[src/rtl/mem_stage.sv]
// -----------------------------------------------------------------------------
// mem_stage -- memory-access stage of the five-stage integer pipeline.
//
// Captures the execute-stage result, classifies it as a load, a store or a
// non-memory op, checks the alignment of the access and raises the address
// error exceptions. A small IDLE -> REQ -> DONE machine carries out at most one
// data-bus transaction per latched op. Load data is extracted, sign- or
// zero-extended, and returned on m_val.
//
// Ports
//   clk, resetn            clock (rising edge) and synchronous active-low reset
//   e_pc, e_val3, e_valt   execute-stage PC, ALU result / address, store data
//   e_icode, e_acode       instruction code and ALU code
//   e_excCode, e_dst       incoming exception code and destination register
//   e_inDelaySlot          op sits in a branch delay slot
//   M_bubble, M_stall      hazard-unit controls for this stage
//   dreq_*                 data-bus request (valid/write/addr/strobe/data)
//   dresp_ok, dresp_data   data-bus response
//   m_pc, m_val, m_icode   stage outputs to write-back
//   m_excCode, m_dst       resolved exception code and destination register
//   m_inDelaySlot          delay-slot flag passed through
//   m_busy                 bus transaction pending, upstream must stall
//   m_badvaddr             faulting address of an address error
//
// Configuration
//   MEM_STAGE_BADVADDR_EN  when defined, m_badvaddr reports (and remembers) the
//                          address of the most recent AdEL/AdES; otherwise it
//                          is tied to zero and no register is built for it.
// -----------------------------------------------------------------------------
module mem_stage (
  input  logic        clk,
  input  logic        resetn,
  input  logic [31:0] e_pc,
  input  logic [31:0] e_val3,
  input  logic [31:0] e_valt,
  input  logic [5:0]  e_icode,
  input  logic [5:0]  e_acode,
  input  logic [5:0]  e_excCode,
  input  logic [4:0]  e_dst,
  input  logic        e_inDelaySlot,
  input  logic        M_bubble,
  input  logic        M_stall,
  output logic        dreq_valid,
  output logic        dreq_write,
  output logic [31:0] dreq_addr,
  output logic [3:0]  dreq_strobe,
  output logic [31:0] dreq_data,
  input  logic        dresp_ok,
  input  logic [31:0] dresp_data,
  output logic [31:0] m_pc,
  output logic [31:0] m_val,
  output logic [5:0]  m_icode,
  output logic [5:0]  m_excCode,
  output logic [4:0]  m_dst,
  output logic        m_inDelaySlot,
  output logic        m_busy,
  output logic [31:0] m_badvaddr
);

  // Opcode constants shared with the decode stage.
  localparam logic [5:0] OP_LB  = 6'h20;
  localparam logic [5:0] OP_LH  = 6'h21;
  localparam logic [5:0] OP_LW  = 6'h23;
  localparam logic [5:0] OP_LBU = 6'h24;
  localparam logic [5:0] OP_LHU = 6'h25;
  localparam logic [5:0] OP_SB  = 6'h28;
  localparam logic [5:0] OP_SH  = 6'h29;
  localparam logic [5:0] OP_SW  = 6'h2B;

  localparam logic [5:0] EXC_ADEL = 6'b100100;
  localparam logic [5:0] EXC_ADES = 6'b100101;

  typedef enum logic [1:0] {
    S_IDLE = 2'd0,
    S_REQ  = 2'd1,
    S_DONE = 2'd2
  } state_t;

  // ---------------------------------------------------------------------------
  // Data helpers
  // ---------------------------------------------------------------------------
  function automatic logic [31:0] load_extract(input logic [5:0]  icode,
                                               input logic [1:0]  off,
                                               input logic [31:0] word);
    logic [7:0]  b;
    logic [15:0] h;
    logic [31:0] r;
    case (off)
      2'd0:    b = word[7:0];
      2'd1:    b = word[15:8];
      2'd2:    b = word[23:16];
      default: b = word[31:24];
    endcase
    h = off[1] ? word[31:16] : word[15:0];
    case (icode)
      OP_LB:   r = {{24{b[7]}}, b};
      OP_LBU:  r = {24'h0, b};
      OP_LH:   r = {{16{h[15]}}, h};
      OP_LHU:  r = {16'h0, h};
      default: r = word;
    endcase
    return r;
  endfunction

  function automatic logic [3:0] store_strobe(input logic [5:0] icode,
                                              input logic [1:0] off);
    logic [3:0] s;
    case (icode)
      OP_SW:   s = 4'b1111;
      OP_SH:   s = 4'b0011 << off;
      OP_SB:   s = 4'b0001 << off;
      default: s = 4'b0000;
    endcase
    return s;
  endfunction

  // Sub-word stores replicate the payload so the byte lanes selected by the
  // strobe always carry the right bytes regardless of the offset.
  function automatic logic [31:0] store_data(input logic [5:0]  icode,
                                             input logic [31:0] valt);
    logic [31:0] d;
    case (icode)
      OP_SW:   d = valt;
      OP_SH:   d = {2{valt[15:0]}};
      OP_SB:   d = {4{valt[7:0]}};
      default: d = 32'h0;
    endcase
    return d;
  endfunction

  // ---------------------------------------------------------------------------
  // Stage registers
  // ---------------------------------------------------------------------------
  logic [31:0] pc_q,    pc_d;
  logic [31:0] val3_q,  val3_d;
  logic [31:0] valt_q,  valt_d;
  logic [5:0]  icode_q, icode_d;
  logic [5:0]  acode_q, acode_d;
  logic [5:0]  exc_q,   exc_d;
  logic [4:0]  dst_q,   dst_d;
  logic        ds_q,    ds_d;
  // Set when a fresh op is latched, cleared once its bus request has started,
  // so an op that stays in the stage (stall) is never sent to the bus twice.
  logic        pend_q,  pend_d;

  state_t      state_q;
  logic        dreq_valid_q;
  logic [31:0] rdata_q;

  logic        is_load, is_store, is_word, is_half;
  logic        misalign;
  logic        need_req;

  // A bubble or a new latch is only honoured while no transaction is pending,
  // so a bubble can never abort an outstanding request.
  always_comb begin
    pc_d    = pc_q;
    val3_d  = val3_q;
    valt_d  = valt_q;
    icode_d = icode_q;
    acode_d = acode_q;
    exc_d   = exc_q;
    dst_d   = dst_q;
    ds_d    = ds_q;
    pend_d  = pend_q;
    if (m_busy) begin
      // Busy means either the request is being launched now or already is.
      pend_d = 1'b0;
    end else if (M_bubble) begin
      val3_d  = '0;
      valt_d  = '0;
      icode_d = '0;
      acode_d = '0;
      exc_d   = '0;
      dst_d   = '0;
      ds_d    = 1'b0;
      pend_d  = 1'b0;
    end else if (!M_stall) begin
      pc_d    = e_pc;
      val3_d  = e_val3;
      valt_d  = e_valt;
      icode_d = e_icode;
      acode_d = e_acode;
      exc_d   = e_excCode;
      dst_d   = e_dst;
      ds_d    = e_inDelaySlot;
      pend_d  = 1'b1;
    end
  end

  always_ff @(posedge clk) begin
    if (!resetn) begin
      pc_q    <= '0;
      val3_q  <= '0;
      valt_q  <= '0;
      icode_q <= '0;
      acode_q <= '0;
      exc_q   <= '0;
      dst_q   <= '0;
      ds_q    <= 1'b0;
      pend_q  <= 1'b0;
    end else begin
      pc_q    <= pc_d;
      val3_q  <= val3_d;
      valt_q  <= valt_d;
      icode_q <= icode_d;
      acode_q <= acode_d;
      exc_q   <= exc_d;
      dst_q   <= dst_d;
      ds_q    <= ds_d;
      pend_q  <= pend_d;
    end
  end

  // The ALU code has no role in this stage; it is carried only so the stage
  // registers stay a faithful copy of the execute-stage outputs.
  logic unused_acode;
  assign unused_acode = ^acode_q;

  // ---------------------------------------------------------------------------
  // Classification and exception resolution
  // ---------------------------------------------------------------------------
  always_comb begin
    is_load  = 1'b0;
    is_store = 1'b0;
    is_word  = 1'b0;
    is_half  = 1'b0;
    case (icode_q)
      OP_LW:          begin is_load  = 1'b1; is_word = 1'b1; end
      OP_LH, OP_LHU:  begin is_load  = 1'b1; is_half = 1'b1; end
      OP_LB, OP_LBU:  begin is_load  = 1'b1;                 end
      OP_SW:          begin is_store = 1'b1; is_word = 1'b1; end
      OP_SH:          begin is_store = 1'b1; is_half = 1'b1; end
      OP_SB:          begin is_store = 1'b1;                 end
      default:        ;
    endcase
  end

  assign misalign = (is_word && (val3_q[1:0] != 2'b00)) || (is_half && val3_q[0]);

  // An exception raised upstream takes precedence over an alignment fault.
  always_comb begin
    if (exc_q[5]) begin
      m_excCode = exc_q;
    end else if (misalign && is_load) begin
      m_excCode = EXC_ADEL;
    end else if (misalign && is_store) begin
      m_excCode = EXC_ADES;
    end else begin
      m_excCode = 6'h0;
    end
  end

  assign need_req = pend_q && (is_load || is_store) && !m_excCode[5];

  // ---------------------------------------------------------------------------
  // Bus transaction FSM
  // ---------------------------------------------------------------------------
  always_ff @(posedge clk) begin
    if (!resetn) begin
      state_q      <= S_IDLE;
      dreq_valid_q <= 1'b0;
      rdata_q      <= '0;
    end else begin
      case (state_q)
        S_IDLE: begin
          if (need_req) begin
            state_q      <= S_REQ;
            dreq_valid_q <= 1'b1;
          end
        end
        S_REQ: begin
          if (dresp_ok) begin
            rdata_q      <= dresp_data;
            state_q      <= S_DONE;
            dreq_valid_q <= 1'b0;
          end
        end
        S_DONE: begin
          state_q <= S_IDLE;
        end
        default: begin
          state_q      <= S_IDLE;
          dreq_valid_q <= 1'b0;
        end
      endcase
    end
  end

  // Busy is raised combinationally in IDLE so upstream stalls in the very
  // cycle after the op is latched; it drops in DONE so the next op can enter.
  assign m_busy = (state_q == S_REQ) || ((state_q == S_IDLE) && need_req);

  // Request fields come straight from the stage registers, which are frozen
  // while busy, so they stay stable for the whole request.
  assign dreq_valid  = dreq_valid_q;
  assign dreq_write  = is_store;
  assign dreq_addr   = val3_q;
  assign dreq_strobe = store_strobe(icode_q, val3_q[1:0]);
  assign dreq_data   = store_data(icode_q, valt_q);

  // ---------------------------------------------------------------------------
  // Stage outputs
  // ---------------------------------------------------------------------------
  assign m_pc          = pc_q;
  assign m_icode       = icode_q;
  assign m_inDelaySlot = ds_q;
  assign m_val         = (is_load && !m_excCode[5])
                         ? load_extract(icode_q, val3_q[1:0], rdata_q)
                         : val3_q;
  assign m_dst         = (m_excCode[5] || is_store) ? 5'h0 : dst_q;

`ifdef MEM_STAGE_BADVADDR_EN
  logic [31:0] badvaddr_q;
  logic        adex;

  assign adex = (m_excCode == EXC_ADEL) || (m_excCode == EXC_ADES);

  always_ff @(posedge clk) begin
    if (!resetn) begin
      badvaddr_q <= '0;
    end else if (adex) begin
      badvaddr_q <= val3_q;
    end
  end

  // Show the faulting address in the same cycle the fault is raised, and keep
  // reporting it afterwards until the next address error.
  assign m_badvaddr = adex ? val3_q : badvaddr_q;
`else
  assign m_badvaddr = 32'h0;
`endif

endmodule

[config.mk]
export PLATFORM = sky130hd
export DESIGN_NAME = mem_stage
export DESIGN_NICKNAME = d
export VERILOG_FILES = /design/src/rtl/mem_stage.sv
export SDC_FILE = /design/constraint.sdc
export NUM_CORES = 1
export LEC_CHECK = 0
export CAP_MARGIN = 10
export CORE_ASPECT_RATIO = 1.1
export CORE_MARGIN = 2
export CORE_UTILIZATION = 37
export DETAILED_ROUTE_END_ITERATION = 7
export PLACE_DENSITY = 0.77
export SYNTH_ARGS = -nofsm -noshare
export SYNTH_HDL_FRONTEND = slang
export SYNTH_SLANG_ARGS = --single-unit
[constraint.sdc]
create_clock -name clk -period 2.5 [get_ports clk]
set_clock_uncertainty 0.05 [all_clocks]
set_input_delay 0.375 -clock clk [delete_from_list [all_inputs] [get_ports clk]]
set_output_delay 0.375 -clock clk [all_outputs]
set_load 0.05 [all_outputs]
**After elaboration in Yosys (flattened, before gate mapping)**

Index checks and enable logic that the tools add are counted.

- Multiplexer cells: 32
- Shifts and indexed selects: 2
- Equal/unequal tests: 15
- Reductions and logical operators: 26
- Bitwise operators: 5

Operators with widths:

| operator | count |
|---|---|
| 32-bit two-way mux | 5 |
| 32-bit one-hot mux with 4 select lines | 1 |
| 32-bit one-hot mux with 3 select lines | 1 |
| 6-bit equality test (second input constant) | 8 |
| 6-bit two-way mux | 7 |
| 8-bit one-hot mux with 3 select lines | 1 |
| 16-bit two-way mux | 1 |
| 5-bit two-way mux | 3 |
| 4-bit one-hot mux with 3 select lines | 1 |
| 3-bit OR reduction | 3 |
| 1-bit logical AND | 8 |
| 1-bit two-way mux | 8 |
| 2-bit inequality test (second input constant) | 3 |
| 2-bit AND reduction | 3 |
| 3-bit AND reduction | 2 |
| 1-bit NOT | 5 |
| 5-bit OR reduction | 1 |
| 2-bit by 1-bit equality test with 1-bit output (second input constant) | 2 |
| 2-bit equality test (second input constant) | 2 |
| 2-bit zero test | 2 |
| 1-bit logical OR | 4 |
| 2-bit two-way mux | 2 |
| 2-bit one-hot mux with 2 select lines | 1 |
| 1-bit by 2-bit left shift with 4-bit output (first input constant) | 1 |
| other kinds (5) | 5 |

- Flip-flop bits (word level): 150
- Logic and storage cells: 91
- Input port bits: 157
- Output and inout bits: 185

**Logic depth before layout (Yosys ltp)**

- Depth after elaboration: 15
- Gate-level depth with buffers: 9
- Depth with buffers taken out: 4

**Least setup slack after synthesis**

OpenSTA, ideal clock, no wires.

- Kind: flip-flop to output port
- Start point: reg icode_q[0], in the netlist m_icode[0]
- End point: out m_excCode[2]
- Cell stages (with the launch flop): 8
- Path slack: -1.334 ns
- Arrival: 3.409 ns
- Cell sequence: dfxtp_1 -> buf_2 -> and4b_1 -> buf_2 -> a221o_1 -> buf_2 -> clkbuf_1 -> a21boi_0

- Word-level cells in the longest chain between the ends: 9
- Elaborated cells on any way between the ends: 24
- Those cells by class: eq/ne (8); mux (7); reduce/logical (9)

RTL lines:

| element | RTL line | text |
|---|---|---|
| start, declared | 137 | `logic [5:0] icode_q, icode_d;` |
| start signal, assigned | 206 | `icode_q <= icode_d;` |
| 6-bit equality test | 228 | `case (icode_q)` |
| 3-bit OR reduction (no source line) / 2-bit OR reduction (equally long branches) | n/a |  |
| 1-bit two-way mux | 228 |  |
| 1-bit logical AND | 239 | `assign misalign = (is_word && (val3_q[1:0] != 2'b00)) \|\| (is_half && val3_q[0]);` |
| 1-bit logical OR | 239 |  |
| 1-bit logical AND | 247 | `end else if (misalign && is_store) begin` |
| 6-bit two-way mux | 247 |  |
| 6-bit two-way mux (*) | 245 | `end else if (misalign && is_load) begin` |
| 6-bit two-way mux (*) | 243 | `if (exc_q[5]) begin` |
| end, declared | 53 | `output logic [5:0] m_excCode,` |

Every way passes the cells marked *; elsewhere a longest branch is shown, timed or not.

**Worst setup path in the final report**

- Start point: reg val3_q[0], in the netlist dreq_addr[0]
- End point: out m_val[18]

- Word-level cells in the longest chain between the ends: 10
- Elaborated cells on any way between the ends: 17
- Those cells by class: eq/ne (2); mux (6); reduce/logical (9)

RTL lines:

| element | RTL line | text |
|---|---|---|
| start, declared | 135 | `logic [31:0] val3_q, val3_d;` |
| start signal, assigned | 204 | `val3_q <= val3_d;` |
| 2-bit nonzero test | 239 |  |
| 1-bit logical AND | 239 |  |
| 1-bit logical OR | 239 |  |
| 1-bit logical AND | 247 |  |
| 6-bit two-way mux | 247 |  |
| 6-bit two-way mux | 245 |  |
| 6-bit two-way mux | 243 |  |
| 1-bit zero test | 308 | `assign m_val = (is_load && !m_excCode[5])` |
| 1-bit logical AND | 308 |  |
| 32-bit two-way mux (*) | 309 | `? load_extract(icode_q, val3_q[1:0], rdata_q)` |
| end, declared | 51 | `output logic [31:0] m_val,` |

Marked as above.

==> results.md <==
- Outcome: finished, violations left
- Failing checks: setup timing
- Peak supply drop: 451 uV
- Final core utilization: around 68%
- Drt first pass iters: 5
- Compound-cell area share of the yosys netlist: between 20% and 30%
- Synth Flop Type: dfxtp_1
- LEAKAGE: 4.80 nW
- Mapped Cells: 788
- Worst setup SP type: register
- Max Freq: about 360 MHz
- GR Util All Layers: between 20 and 30%
- HPWL after DPL: between 15,000 and 20,000 um
- Initial antenna violation count: 1
- Nets: 1,270
- Largest cells by area after synthesis: dfxtp_1 (42%), a32o_1 (12%), nand2_1 (9.2%), mux2i_1 (5.6%), a21boi_0 (3.7%)
- Synth area leader: dfxtp_1
- CTS Hold Bufs: 0
- Max-Cap Viols: 0
- Routed Antenna Nets: 0
- Mean post-synth cell area: 9.10 um^2
- Maximum clock path buffer count: 2
- Share of cells above drive strength 1: 27.7%
- Synth top area share: 41.9%
- Number of synthesized register bits: 150
- Post-synthesis sequential area ratio: a little over two fifths
- Total Wirelength: 28,000 um
- Layout fillers: 1,439
- Core Box Area: around 19,000 um^2
- Setup_tns: -7.46 ns
- Area growth, synth to finish: 80.4%
- Worst hold path type: reg -> reg
- Worst setup margin: -0.299 ns
- Critical Path Fanout Max: 8
- CTS Buf Count: 17
- Vias: roughly 7,500
- Post-synthesis mux area share: a little under a tenth
- CP Data Arrival Time: about 2.4 ns
- Worst setup EP type: primary output
- Row Count: 53
- Max-slew violation count: 0
- Drt via density: 5.47
- Clk slew on worst S/H paths: 0.06 ns
- Ys Warns: 0
- Worst-margin pin slew: 0.876 ns
- Simple-gate share of the synthesized area: 16.7%
- Number of synthesized flops with an enable pin: 0
- Most frequent cell after synthesis: nand2_1
- Register area: 3030 um^2
- Main combinational cell family by area after synthesis: compound AO/OA/AOI/OAI gates
- Vias in the first global route: 7,187
- Global-route wire length before repair: 39,800 um
- Ports: 342
- Endpoints failing hold: 0
- Grt total ovfl: 0
- DR iter-0 viols: 619
- WL per Instance: 20.4 um
- Minimum clock period: 2.80 ns
- Asr flop ratio synth: 0%
- Netlist cell types: 49
- Footprint of the multi-input gates: 4510 um^2
- Most frequent cells after synthesis: nand2_1 (175), dfxtp_1 (150), a32o_1 (83), clkbuf_1 (42), mux2i_1 (40)
- Worst Path Required: approximately 2.1 ns
- Setup violations, final: 45
- Starting density of the core: 37.7%
- Cell area after synthesis: 7170 um^2
- CP Class: reg -> out
- Port Buffers: 303
- DRC Markers: 0
- RSZ-0062 raised after global routing: yes
- # clock sinks: 150
- Adder-cell share of the synthesized area: 0%
- TritonCTS clock tree: yes
- Synth Area in XOR/XNOR: 0%
- Die Span Y: approximately 150 um
- GPL Wtd Cong: between 0.8 and 0.9
- H-tree levels: 4
- Final cycle utilization of the critical path: 112%
- Largest net degree at the start of global routing: approximately 180
- CTS root buf: clkbuf_16
- Die area: 20,500 um^2
- Max-slew headroom: 41.6%
- Clock latency on the worst-skew pair: 0.42 ns
- PD cells: 499 nW/um^2
- R2r setup slk: 0.31 ns
- Die X-Extent: between 100 and 150 um
metal layers:
metal	global-route usage (%)	routed length (um)	vias to the layer above
li1	-	-	3469
met1	30.3	10400	3544
met2	41.3	13600	435
met3	8.23	2810	75
met4	10.8	1140	0
met5	0	0	-
critical path, stage by stage, from the launching register on:
cell,delay (ns)
dfxtp_4,0.38
mux4_2,0.55
a32o_2,0.26
a211oi_4,0.21
buf_6,0.16
buf_12,0.16
a2bb2oi_4,0.08
buf_12,0.15
kinds of logic (layout without fill, tap and decap cells):
logic type | after synthesis | after routing
flip-flops | 150 | 150
buffers and inverters | 109 | 414
other | 1 | 34
AO/OA/AOI/OAI | 207 | 207
AND/OR/NAND/NOR | 265 | 267
multiplexers | 56 | 56
flip-flops by register name, summed over array words and instances (netlist names):
name / flops
pend_q: 1
m_pc: 32
valt_q: 32
m_icode: 6
state_q: 2
dreq_addr: 32
rdata_q: 32
m_inDelaySlot: 1
dst_q: 5
dreq_valid: 1
exc_q: 6
where the power goes:
part | switching [mW] | total, mW | internal [mW]
clock network | 1.15 | 2.62 | 1.48
logic | 0.720 | 1.31 | 0.587
registers | 0.0640 | 2.52 | 2.46
total | 1.93 | 6.45 | 4.52
cells in the final DEF (no fill, tap or decap), types with 6 or more instances in the layout:
cell type,count
dfxtp_4,8
a21boi_0,34
nand2_1,174
o21ai_1,9
a22o_1,9
mux2_4,7
a21oi_2,7
conb_1,32
clkdlybuf4s50_1,224
o21ai_2,12
and2_4,14
clkbuf_16,19
mux2i_1,40
o31ai_4,8
a2bb2oi_4,16
inv_6,6
dfxtp_1,142
buf_12,73
mux4_2,8
buf_4,53
nand3_1,23
buf_6,20
a32o_1,82
nand2b_1,8
metrics by stage:
stage	power (mW)	hold WS (ns)	setup WS, ns	area, um^2	instances
6_report	6.45	0.408	-0.299	12900	1375
3_5_place_dp	3.81	0.399	0.117	11600	1302
4_1_cts	6.46	0.411	-0.264	12500	1357
2_1_floorplan	3.31	0.400	-0.306	7900	819
3_3_place_gp	3.79	0.391	0.141	11600	1302
5_1_grt	6.68	0.427	-0.333	12900	1374
final timing paths:
check | start | end | cells past startpoint
max | dreq_addr[0] | m_val[18] | 7
min | m_pc[31] | m_pc[31] | 2
max reg2reg | m_icode[4] | dreq_addr[5] | 6
min reg2reg | m_pc[31] | m_pc[31] | 2
area by class of cell:
| cell class | instances | area share (%) |
|---|---|---|
| Antenna cell | 2 | 0.0387 |
| Clock buffer | 18 | 3.48 |
| Clock inverter | 14 | 1.14 |
| Inverter | 5 | 0.174 |
| Multi-Input combinational cell | 562 | 34.9 |
| Sequential cell | 150 | 23.4 |
| Tap cell | 247 | 2.39 |
| Timing Repair Buffer | 377 | 34.4 |
what timing repair did:
item | 4_1_cts | 5_1_grt
pin swaps | 7 | 29
endpoints found under the setup margin | 49 | 58
setup buffers | 20 | 15
gates cloned | 3 | 2
gates resized for setup | 43 | 76
No activity file was read; power rests on OpenSTA's default activity.
